### src/rtl/reset_sequencer.sv
// ============================================================================
// Module   : reset_sequencer
// Purpose  : Ordered reset-release controller. Asserts all downstream domain
//            resets together on power-on or a software request, holds them,
//            then releases them one at a time in index order. Each release is
//            gated by a per-stage ready input and spaced by a programmable gap.
// Options  : RSTSEQ_TIMEOUT_EN - enables the WAIT-state watchdog that
//            force-releases a stalled stage and sets a sticky timeout_err.
// Revision : 1.0 - initial release
// ============================================================================
`default_nettype none

module reset_sequencer #(
  parameter int NUM_STAGES     = 4,
  parameter int HOLD_CYCLES    = 8,
  parameter int GAP_CYCLES     = 4,
  parameter int TIMEOUT_CYCLES = 1024,
  parameter int CNT_W          = 16
) (
  input  logic                  CLK,
  input  logic                  RST_N,
  input  logic                  sw_rst_req,
  input  logic [NUM_STAGES-1:0] stage_ready,
  output logic [NUM_STAGES-1:0] out_rst_n,
  output logic                  busy,
  output logic                  sw_rst_ack,
  output logic                  timeout_err
);

  localparam int IDX_W = (NUM_STAGES > 1) ? $clog2(NUM_STAGES) : 1;

  localparam logic [CNT_W-1:0] C_HOLD_LAST = CNT_W'(HOLD_CYCLES - 1);
  localparam logic [CNT_W-1:0] C_GAP_LAST  = CNT_W'((GAP_CYCLES > 0) ? GAP_CYCLES - 1 : 0);
  localparam logic [IDX_W-1:0] C_IDX_LAST  = IDX_W'(NUM_STAGES - 1);

  // Reject configurations whose cycle limits do not fit the shared counter.
  generate
    if ((NUM_STAGES < 1) || (HOLD_CYCLES < 1) || (GAP_CYCLES < 0) ||
        (((HOLD_CYCLES - 1) >> CNT_W) != 0) || ((GAP_CYCLES >> CNT_W) != 0) ||
        ((TIMEOUT_CYCLES >> CNT_W) != 0)) begin : g_param_check
      $error("reset_sequencer: illegal parameter combination");
    end
  endgenerate

  typedef enum logic [1:0] {
    S_HOLD = 2'd0,
    S_WAIT = 2'd1,
    S_GAP  = 2'd2,
    S_RUN  = 2'd3
  } state_t;

  state_t                  state_q, state_d;
  logic [CNT_W-1:0]        cnt_q, cnt_d;
  logic [IDX_W-1:0]        idx_q, idx_d;
  logic                    sw_pend_q, sw_pend_d;
  logic [NUM_STAGES-1:0]   out_q, out_d;
  logic                    ack_q, ack_d;
  logic                    release_now;

`ifdef RSTSEQ_TIMEOUT_EN
  localparam logic [CNT_W-1:0] C_TO_LAST = CNT_W'((TIMEOUT_CYCLES > 0) ? TIMEOUT_CYCLES - 1 : 0);
  logic                    to_err_q, to_err_d;
`endif

  // Next-state logic; a software request overrides everything else on its edge.
  always_comb begin
    state_d     = state_q;
    cnt_d       = cnt_q;
    idx_d       = idx_q;
    sw_pend_d   = sw_pend_q;
    out_d       = out_q;
    ack_d       = 1'b0;
    release_now = 1'b0;
`ifdef RSTSEQ_TIMEOUT_EN
    to_err_d    = to_err_q;
`endif

    case (state_q)
      S_HOLD: begin
        if (cnt_q == C_HOLD_LAST) begin
          state_d = S_WAIT;
          cnt_d   = '0;
        end else begin
          cnt_d = cnt_q + 1'b1;
        end
      end

      S_WAIT: begin
        release_now = stage_ready[idx_q];
`ifdef RSTSEQ_TIMEOUT_EN
        // cnt doubles as the watchdog: it counts edges spent without ready.
        if (!stage_ready[idx_q]) begin
          if (cnt_q == C_TO_LAST) begin
            release_now = 1'b1;
            to_err_d    = 1'b1;
          end else begin
            cnt_d = cnt_q + 1'b1;
          end
        end
`endif
        if (release_now) begin
          out_d[idx_q] = 1'b1;
          cnt_d        = '0;
          if (idx_q == C_IDX_LAST) begin
            state_d = S_RUN;
            if (sw_pend_q) begin
              ack_d     = 1'b1;
              sw_pend_d = 1'b0;
            end
          end else if (GAP_CYCLES == 0) begin
            idx_d = idx_q + 1'b1;
          end else begin
            state_d = S_GAP;
          end
        end
      end

      S_GAP: begin
        if (cnt_q == C_GAP_LAST) begin
          state_d = S_WAIT;
          cnt_d   = '0;
          idx_d   = idx_q + 1'b1;
        end else begin
          cnt_d = cnt_q + 1'b1;
        end
      end

      S_RUN: begin
        // Released stages ignore their ready inputs from here on.
      end

      default: begin
        state_d = S_HOLD;
        cnt_d   = '0;
        idx_d   = '0;
        out_d   = '0;
      end
    endcase

    if (sw_rst_req) begin
      out_d     = '0;
      state_d   = S_HOLD;
      cnt_d     = '0;
      idx_d     = '0;
      sw_pend_d = 1'b1;
      ack_d     = 1'b0;
    end
  end

  // State and output registers; RST_N asserts all resets with no clock needed.
  always_ff @(posedge CLK or negedge RST_N) begin
    if (!RST_N) begin
      state_q   <= S_HOLD;
      cnt_q     <= '0;
      idx_q     <= '0;
      sw_pend_q <= 1'b0;
      out_q     <= '0;
      ack_q     <= 1'b0;
    end else begin
      state_q   <= state_d;
      cnt_q     <= cnt_d;
      idx_q     <= idx_d;
      sw_pend_q <= sw_pend_d;
      out_q     <= out_d;
      ack_q     <= ack_d;
    end
  end

`ifdef RSTSEQ_TIMEOUT_EN
  // Sticky watchdog flag: only RST_N clears it, software resets do not.
  always_ff @(posedge CLK or negedge RST_N) begin
    if (!RST_N) begin
      to_err_q <= 1'b0;
    end else begin
      to_err_q <= to_err_d;
    end
  end

  assign timeout_err = to_err_q;
`else
  assign timeout_err = 1'b0;
`endif

  assign out_rst_n  = out_q;
  assign busy       = (state_q != S_RUN);
  assign sw_rst_ack = ack_q;

endmodule

`default_nettype wire
### config.mk
export PLATFORM = sky130hd
export DESIGN_NAME = reset_sequencer
export DESIGN_NICKNAME = d
export VERILOG_FILES = /design/src/rtl/reset_sequencer.sv
export SDC_FILE = /design/constraint.sdc
export NUM_CORES = 1
export LEC_CHECK = 0
export CORE_UTILIZATION = 56
export DETAILED_ROUTE_END_ITERATION = 8
export PLACE_DENSITY = 0.81
export SLEW_MARGIN = 0
export SYNTH_ARGS = -nofsm -noshare
export SYNTH_HDL_FRONTEND = slang
export SYNTH_SLANG_ARGS = --single-unit
### constraint.sdc
create_clock -name CLK -period 2.8 [get_ports CLK]
set_clock_uncertainty 0.15 [all_clocks]
set_input_delay 0.42 -clock CLK [delete_from_list [all_inputs] [get_ports CLK]]
set_output_delay 0.42 -clock CLK [all_outputs]
set_load 0.1 [all_outputs]
==> results of run 1 <==
[kinds of logic (layout without fill, tap and decap cells)]
family          Yosys count  after routing  synth area share [%]
compound gates           36             36                  14.3
xor+xnor                  9              9                  5.22
fa+ha+maj                 9              9                  7.46
buf+inv                  16             33                  4.47
flops                    26             26                  43.1
mux                       6              6                  4.31
other cells               1              1                 0.248
simple gates             58             58                  21.0
[per-stage QoR]
step           hold slack (ns)  instances
2_1_floorplan          -0.0256        161
3_3_place_gp             0.305        204
3_5_place_dp             0.320        204
4_1_cts                  0.296        208
5_1_grt                  0.346        208
6_report                 0.281        208
[metal layers]
layer / share of wire [%] / up-vias / wire length (um)
li1: - / 605 / -
met1: 46 / 586 / 1430
met2: 48 / 32 / 1490
met3: 3.8 / 6 / 116
met4: 1.6 / 0 / 50
met5: 0 / - / 0
[registers in the layout, indices dropped and copies added (netlist names)]
| name | flops |
|---|---|
| cnt_q | 16 |
| sw_rst_ack | 1 |
| sw_pend_q | 1 |
| out_rst_n | 4 |
| idx_q | 2 |
| state_q | 2 |
[path summary, 6_finish.rpt]
kind                                                 end
worst max-delay path              state_q[1]$_DFFE_PN0P_
worst min-delay path                cnt_q[3]$_DFFE_PN0P_
worst max register to register    state_q[1]$_DFFE_PN0P_
worst min register to register     sw_pend_q$_DFFE_PN0P_
max in group asynchronous       out_rst_n[3]$_DFFE_PN0P_
min in group CLK                   sw_pend_q$_DFFE_PN0P_
[power by group]
part	switching, mW	total [mW]	internal, mW	leakage [nW]
Combinational	0.273	0.422	0.148	0.420
Sequential	0.0277	0.434	0.407	0.354
Clock	0.120	0.265	0.145	0.0279
[cells in the mapped netlist]
| library cell | n | area [um^2] |
|---|---|---|
| a211oi_1 | 1 | 7.51 |
| a21boi_0 | 1 | 7.51 |
| a21o_1 | 1 | 7.51 |
| a21oi_1 | 15 | 75.1 |
| a22oi_1 | 1 | 7.51 |
| a311o_1 | 1 | 10.0 |
| a311oi_1 | 4 | 35.0 |
| a31oi_1 | 2 | 12.5 |
| and2_1 | 4 | 25.0 |
| and3_1 | 6 | 37.5 |
| and4_1 | 1 | 8.76 |
| buf_4 | 2 | 15.0 |
| clkbuf_1 | 3 | 11.3 |
| conb_1 | 1 | 3.75 |
| dfrtp_1 | 26 | 651 |
| ha_1 | 9 | 113 |
| inv_1 | 11 | 41.3 |
| mux2_4 | 1 | 15.0 |
| mux2i_1 | 5 | 50.1 |
| nand2_1 | 12 | 45.0 |
| nand2b_1 | 1 | 6.26 |
| nand3_1 | 6 | 30.0 |
| nand4_1 | 6 | 37.5 |
| nor2_1 | 11 | 41.3 |
| nor2b_1 | 2 | 12.5 |
| nor3_1 | 4 | 20.0 |
| nor4_4 | 1 | 21.3 |
| o21ai_0 | 8 | 40.0 |
| o22ai_1 | 2 | 12.5 |
| or3_1 | 2 | 12.5 |
| or4_1 | 1 | 7.51 |
| or4_4 | 1 | 11.3 |
| xnor2_1 | 1 | 8.76 |
| xor2_1 | 8 | 70.1 |
[worst max-delay path: cells and delay by family, from the launching register on]
family | cells | cell delay (ns)
buffers and inverters | 1 | 0.08
AND/OR/NAND/NOR | 3 | 0.85
AO/OA/AOI/OAI | 1 | 0.34
adder cells (fa/ha/maj) | 1 | 0.22
multiplexers | 1 | 0.31
flip-flops | 1 | 0.43
[layout make-up]
cell class | count | area, um^2
fillers | 207 | 798
well taps | 30 | 37.5
clock buffers | 3 | 22.5
inverters | 11 | 41.3
multi-input cells | 119 | 792
clock inverters | 1 | 30.0
repair buffers | 18 | 150
flip-flops and latches | 26 | 651
==> out/qor.yml, run 1 <==
cts_tree: "built"
antenna_found_initial: 0
drive_gt1_share_pct: 10.7
final_util_pct: 68.4
grtUsageMet1_pct: 32.0
postLayoutCellArea_mm2: 0.00172
first_iter_violations: 35
nets: 195
tightest_slew_ns: 0.590
die_x_um: 53.9
peakVddDrop_mv: 0.554
max_slew_margin_pct: 60.4
r2r_start: "state_q[1]$_DFFE_PN0P_"
hp-class: "primary input to asynchronous set/reset pin"
ys_types: 34
clk_pin_slew_ns: 0.15
slew_viol_final: 0
synth-seq-cells: 26
routedWlPerCell_um: 14.8
clkSinkCount: 26
worstSetupPathType: "register to register"
final_common_cell: "dfrtp_1"
final_cell_mix: "dfrtp_1 (26), a21oi_1 (15), nand2_1 (12), buf_4 (12)"
endpoint_kind: "register"
syn2layout_area_growth_pct: 14.2
hold_viol: 0
vias: 1229
die-area_mm2: 0.00291
coreArea_mm2: 0.00252
status: "complete, no violations"
place_hpwl_mm: 2.25
setup_viol: 0
synth_area_mm2: 0.00151
post-route-drc-count: 0
first_pass_iters: 4
min_period_ns: 2.47
die-height_um: 53.9
cts_resized: 0
setup_slack_ns: 0.328
critPathMaxStageDelay_ns: 0.43
ys_seq_area_share_pct: 43.1
grt_pass1_vias: 1222
syn_area_per_cell_um2: 9.38
grt-ovfl-total: 0
drt-total-wl_mm: 3.09
arrival_ns: 2.55
diodes: 0
p_per_area_mw_per_mm2: 650
post_drt_via_cell_ratio: 5.91
post_cts_buffers: 0
syn-num-nets: 177
worstPathMaxFanout: 7
clk_path_buf_depth: 2
cts_hold_buf: 0
post-route-period-util_pct: 88.3
grt_usage_pct: 24.7
worstSkewPairLatency_ns: 0.33
dp_slack_ns: 0.257
synth_cells: 161
grt_use_met3_pct: 3.67
required_ns: 2.88
placed_area_mm2: 0.00167
power_mw: 1.12
cts_max_level: 1
rsz0062_at_grt: "false"
p_leak_nw: 0.802
cap_violations: 0
std_cell_rows: 18
critPathLaunchType: "register"
cp-startpoint: "state_q[1]$_DFFE_PN0P_"
clock.fmax_mhz: 405
ff2ff_path_depth: 7
ys_warn_count: 0
cp_cell_sequence: "inv_1, ha_1, nor2b_1, and3_1, or3_1, a311o_1, mux2_4"
start_util_pct: 59.9
numCtsBuffers: 3
drt.antenna.violating_nets: 0
grt_first_pass_wirelength_mm: 5.17
grt_max_degree: 27
cts-root-buf: "clkbuf_4"
tns_ns: 0
grt_busiest_layer: "met2"
r2r_slack_ns: 0.33
pin_count: 14
grt_use_met2_pct: 41.4
cp_slowest_cell: "dfrtp_1"
numPortBuffers: 12
globalplace.congestion: 0.844
No activity file was read; power rests on OpenSTA's default activity.
==> run 2: changes to the inputs <==
--- a/config.mk
+++ b/config.mk
@@ -8,7 +8,8 @@
 export CORE_UTILIZATION = 56
 export DETAILED_ROUTE_END_ITERATION = 8
 export PLACE_DENSITY = 0.81
-export SLEW_MARGIN = 0
+export RECOVER_POWER = 50
+export SLEW_MARGIN = 20
 export SYNTH_ARGS = -nofsm -noshare
 export SYNTH_HDL_FRONTEND = slang
 export SYNTH_SLANG_ARGS = --single-unit
==> out/qor.yml, run 2 (same netlist as run 1, synthesis figures left out) <==
post_cts_buffers: 0  # unchanged
cp_cell_sequence: "inv_1, ha_1, nor2b_1, and3_1, or3_1, a311o_1, mux2_4"
first_iter_violations: 36  # +2.9%
std_cell_rows: 18  # unchanged
tightest_slew_ns: 1.42  # +0.831 ns
min_period_ns: 2.47  # -0.00313 ns
grt_pass1_vias: 1222  # unchanged
clock.fmax_mhz: 405  # +0.13%
drt-total-wl_mm: 3.08  # -0.26%
endpoint_kind: "register"
post-route-drc-count: 0  # unchanged
status: "complete, no violations"
cts-root-buf: "clkbuf_4"
p_per_area_mw_per_mm2: 656  # +0.80%
nets: 195  # unchanged
diodes: 0  # unchanged
grt-ovfl-total: 0  # unchanged
required_ns: 2.88  # about the same
numCtsBuffers: 3  # unchanged
setup_slack_ns: 0.331  # +0.00313 ns
grt_busiest_layer: "met2"
start_util_pct: 59.9  # unchanged
drive_gt1_share_pct: 8.43  # -2.2 points
tns_ns: 0  # unchanged
critPathLaunchType: "register"
vias: 1228  # -0.081%
arrival_ns: 2.55  # about the same
clk_path_buf_depth: 2  # unchanged
antenna_found_initial: 0  # unchanged
setup_viol: 0  # unchanged
peakVddDrop_mv: 0.554  # about the same
post_drt_via_cell_ratio: 5.90  # about the same
grt_use_met2_pct: 41.4  # unchanged
worstPathMaxFanout: 7  # unchanged
regMostFlops: "cnt_q"
grt_max_degree: 27  # unchanged
cts_tree: "built"
cp_slowest_cell: "dfrtp_1"
hp-class: "register to register"
worstSkewPairLatency_ns: 0.33  # about the same
place_hpwl_mm: 2.25  # unchanged
worstSetupPathType: "register to register"
grt_use_met3_pct: 3.67  # unchanged
grt_first_pass_wirelength_mm: 5.17  # unchanged
die-height_um: 53.9  # unchanged
hold_ws_ns: 0.347  # +0.0665 ns
cap_violations: 0  # unchanged
cts_resized: 0  # unchanged
die-area_mm2: 0.00291  # unchanged
final_cell_mix: "dfrtp_1 (26), a21oi_1 (15), nand2_1 (12)"
die_x_um: 53.9  # unchanged
fillers: 214  # +3.4%
drt.antenna.violating_nets: 0  # unchanged
rsz0062_at_grt: "false"
dp_slack_ns: 0.257  # unchanged
hold_viol: 0  # unchanged
grtUsageMet1_pct: 32.0  # unchanged
pin_count: 14  # unchanged
power_mw: 1.12  # about the same
post-route-period-util_pct: 88.2  # -0.11 points
p_leak_nw: 0.786  # -2.0%
first_pass_iters: 4  # unchanged
final_common_cell: "dfrtp_1"
clkSinkCount: 26  # unchanged
cts_hold_buf: 0  # unchanged
cts_max_level: 1  # unchanged
critPathMaxStageDelay_ns: 0.43  # about the same
slew_viol_final: 0  # unchanged
grt_usage_pct: 24.7  # unchanged
routedWlPerCell_um: 14.8  # -0.26%
globalplace.congestion: 0.844  # unchanged
largest_reg_flops: 16  # unchanged
syn2layout_area_growth_pct: 13.2
coreArea_mm2: 0.00252  # unchanged
clk_pin_slew_ns: 0.14  # about the same
max_slew_margin_pct: 5.32  # -55 points
numPortBuffers: 12  # unchanged
==> run 2: changes by cell type in the layout (fill, tap and decap cells not counted), sizes merged <==
cell | before | now
clkbuf | 3 | 7
clkdlybuf4s50 | 6 | 5
dlygate4sd3 | 0 | 1
buf | 12 | 8
==> run 2: final cells by class <==
type / instances / area, um^2 / share of cell area, %
tap: 30 / 37.5 / 2.20
timing repair buffer: 18 / 135 / 7.91
multi-input combinational: 119 / 792 / 46.3
clock inverter: 1 / 30.0 / 1.76
sequential: 26 / 651 / 38.1
clock buffer: 3 / 22.5 / 1.32
inverter: 11 / 41.3 / 2.42
==> run 2: metal layers <==
metal / vias to the layer above / part of all wire, %
li1: 605 / -
met1: 582 / 46
met2: 35 / 49
met3: 6 / 4.0
met4: 0 / 1.6
met5: - / 0
==> run 2: final timing paths <==
check	slack [ns]	startpoint	endpoint	cells after the start
max in group asynchronous	0.91	RST_N	out_rst_n[3]$_DFFE_PN0P_	2
min in group asynchronous	0.77	RST_N	cnt_q[3]$_DFFE_PN0P_	2
worst max-delay path	0.33	state_q[1]$_DFFE_PN0P_	state_q[1]$_DFFE_PN0P_	7
worst min-delay path	0.35	sw_pend_q$_DFFE_PN0P_	sw_pend_q$_DFFE_PN0P_	1
worst min register to register	0.35	sw_pend_q$_DFFE_PN0P_	sw_pend_q$_DFFE_PN0P_	1
worst max register to register	0.33	state_q[1]$_DFFE_PN0P_	state_q[1]$_DFFE_PN0P_	7
==> run 2: critical path: cells and delay by family (launching register included) <==
family	cells	cell delay, ns
simple gates	3	0.85
mux	1	0.31
flops	1	0.43
fa+ha+maj	1	0.22
compound gates	1	0.34
buf+inv	1	0.08
==> run 2: metrics by stage <==
stage	instances	cell area, um^2	util (%)
after global routing	208	1710	67.8
final	208	1710	67.8
after global placement	204	1670	66.3
after detailed placement	204	1670	66.3
after floorplan	161	1510	-
after CTS	208	1720	68.4
==> run 2: power breakdown <==
group | switching (mW) | internal [mW]
Clock | 0.120 | 0.145
Combinational | 0.274 | 0.147
Sequential | 0.0278 | 0.407
Total | 0.422 | 0.699
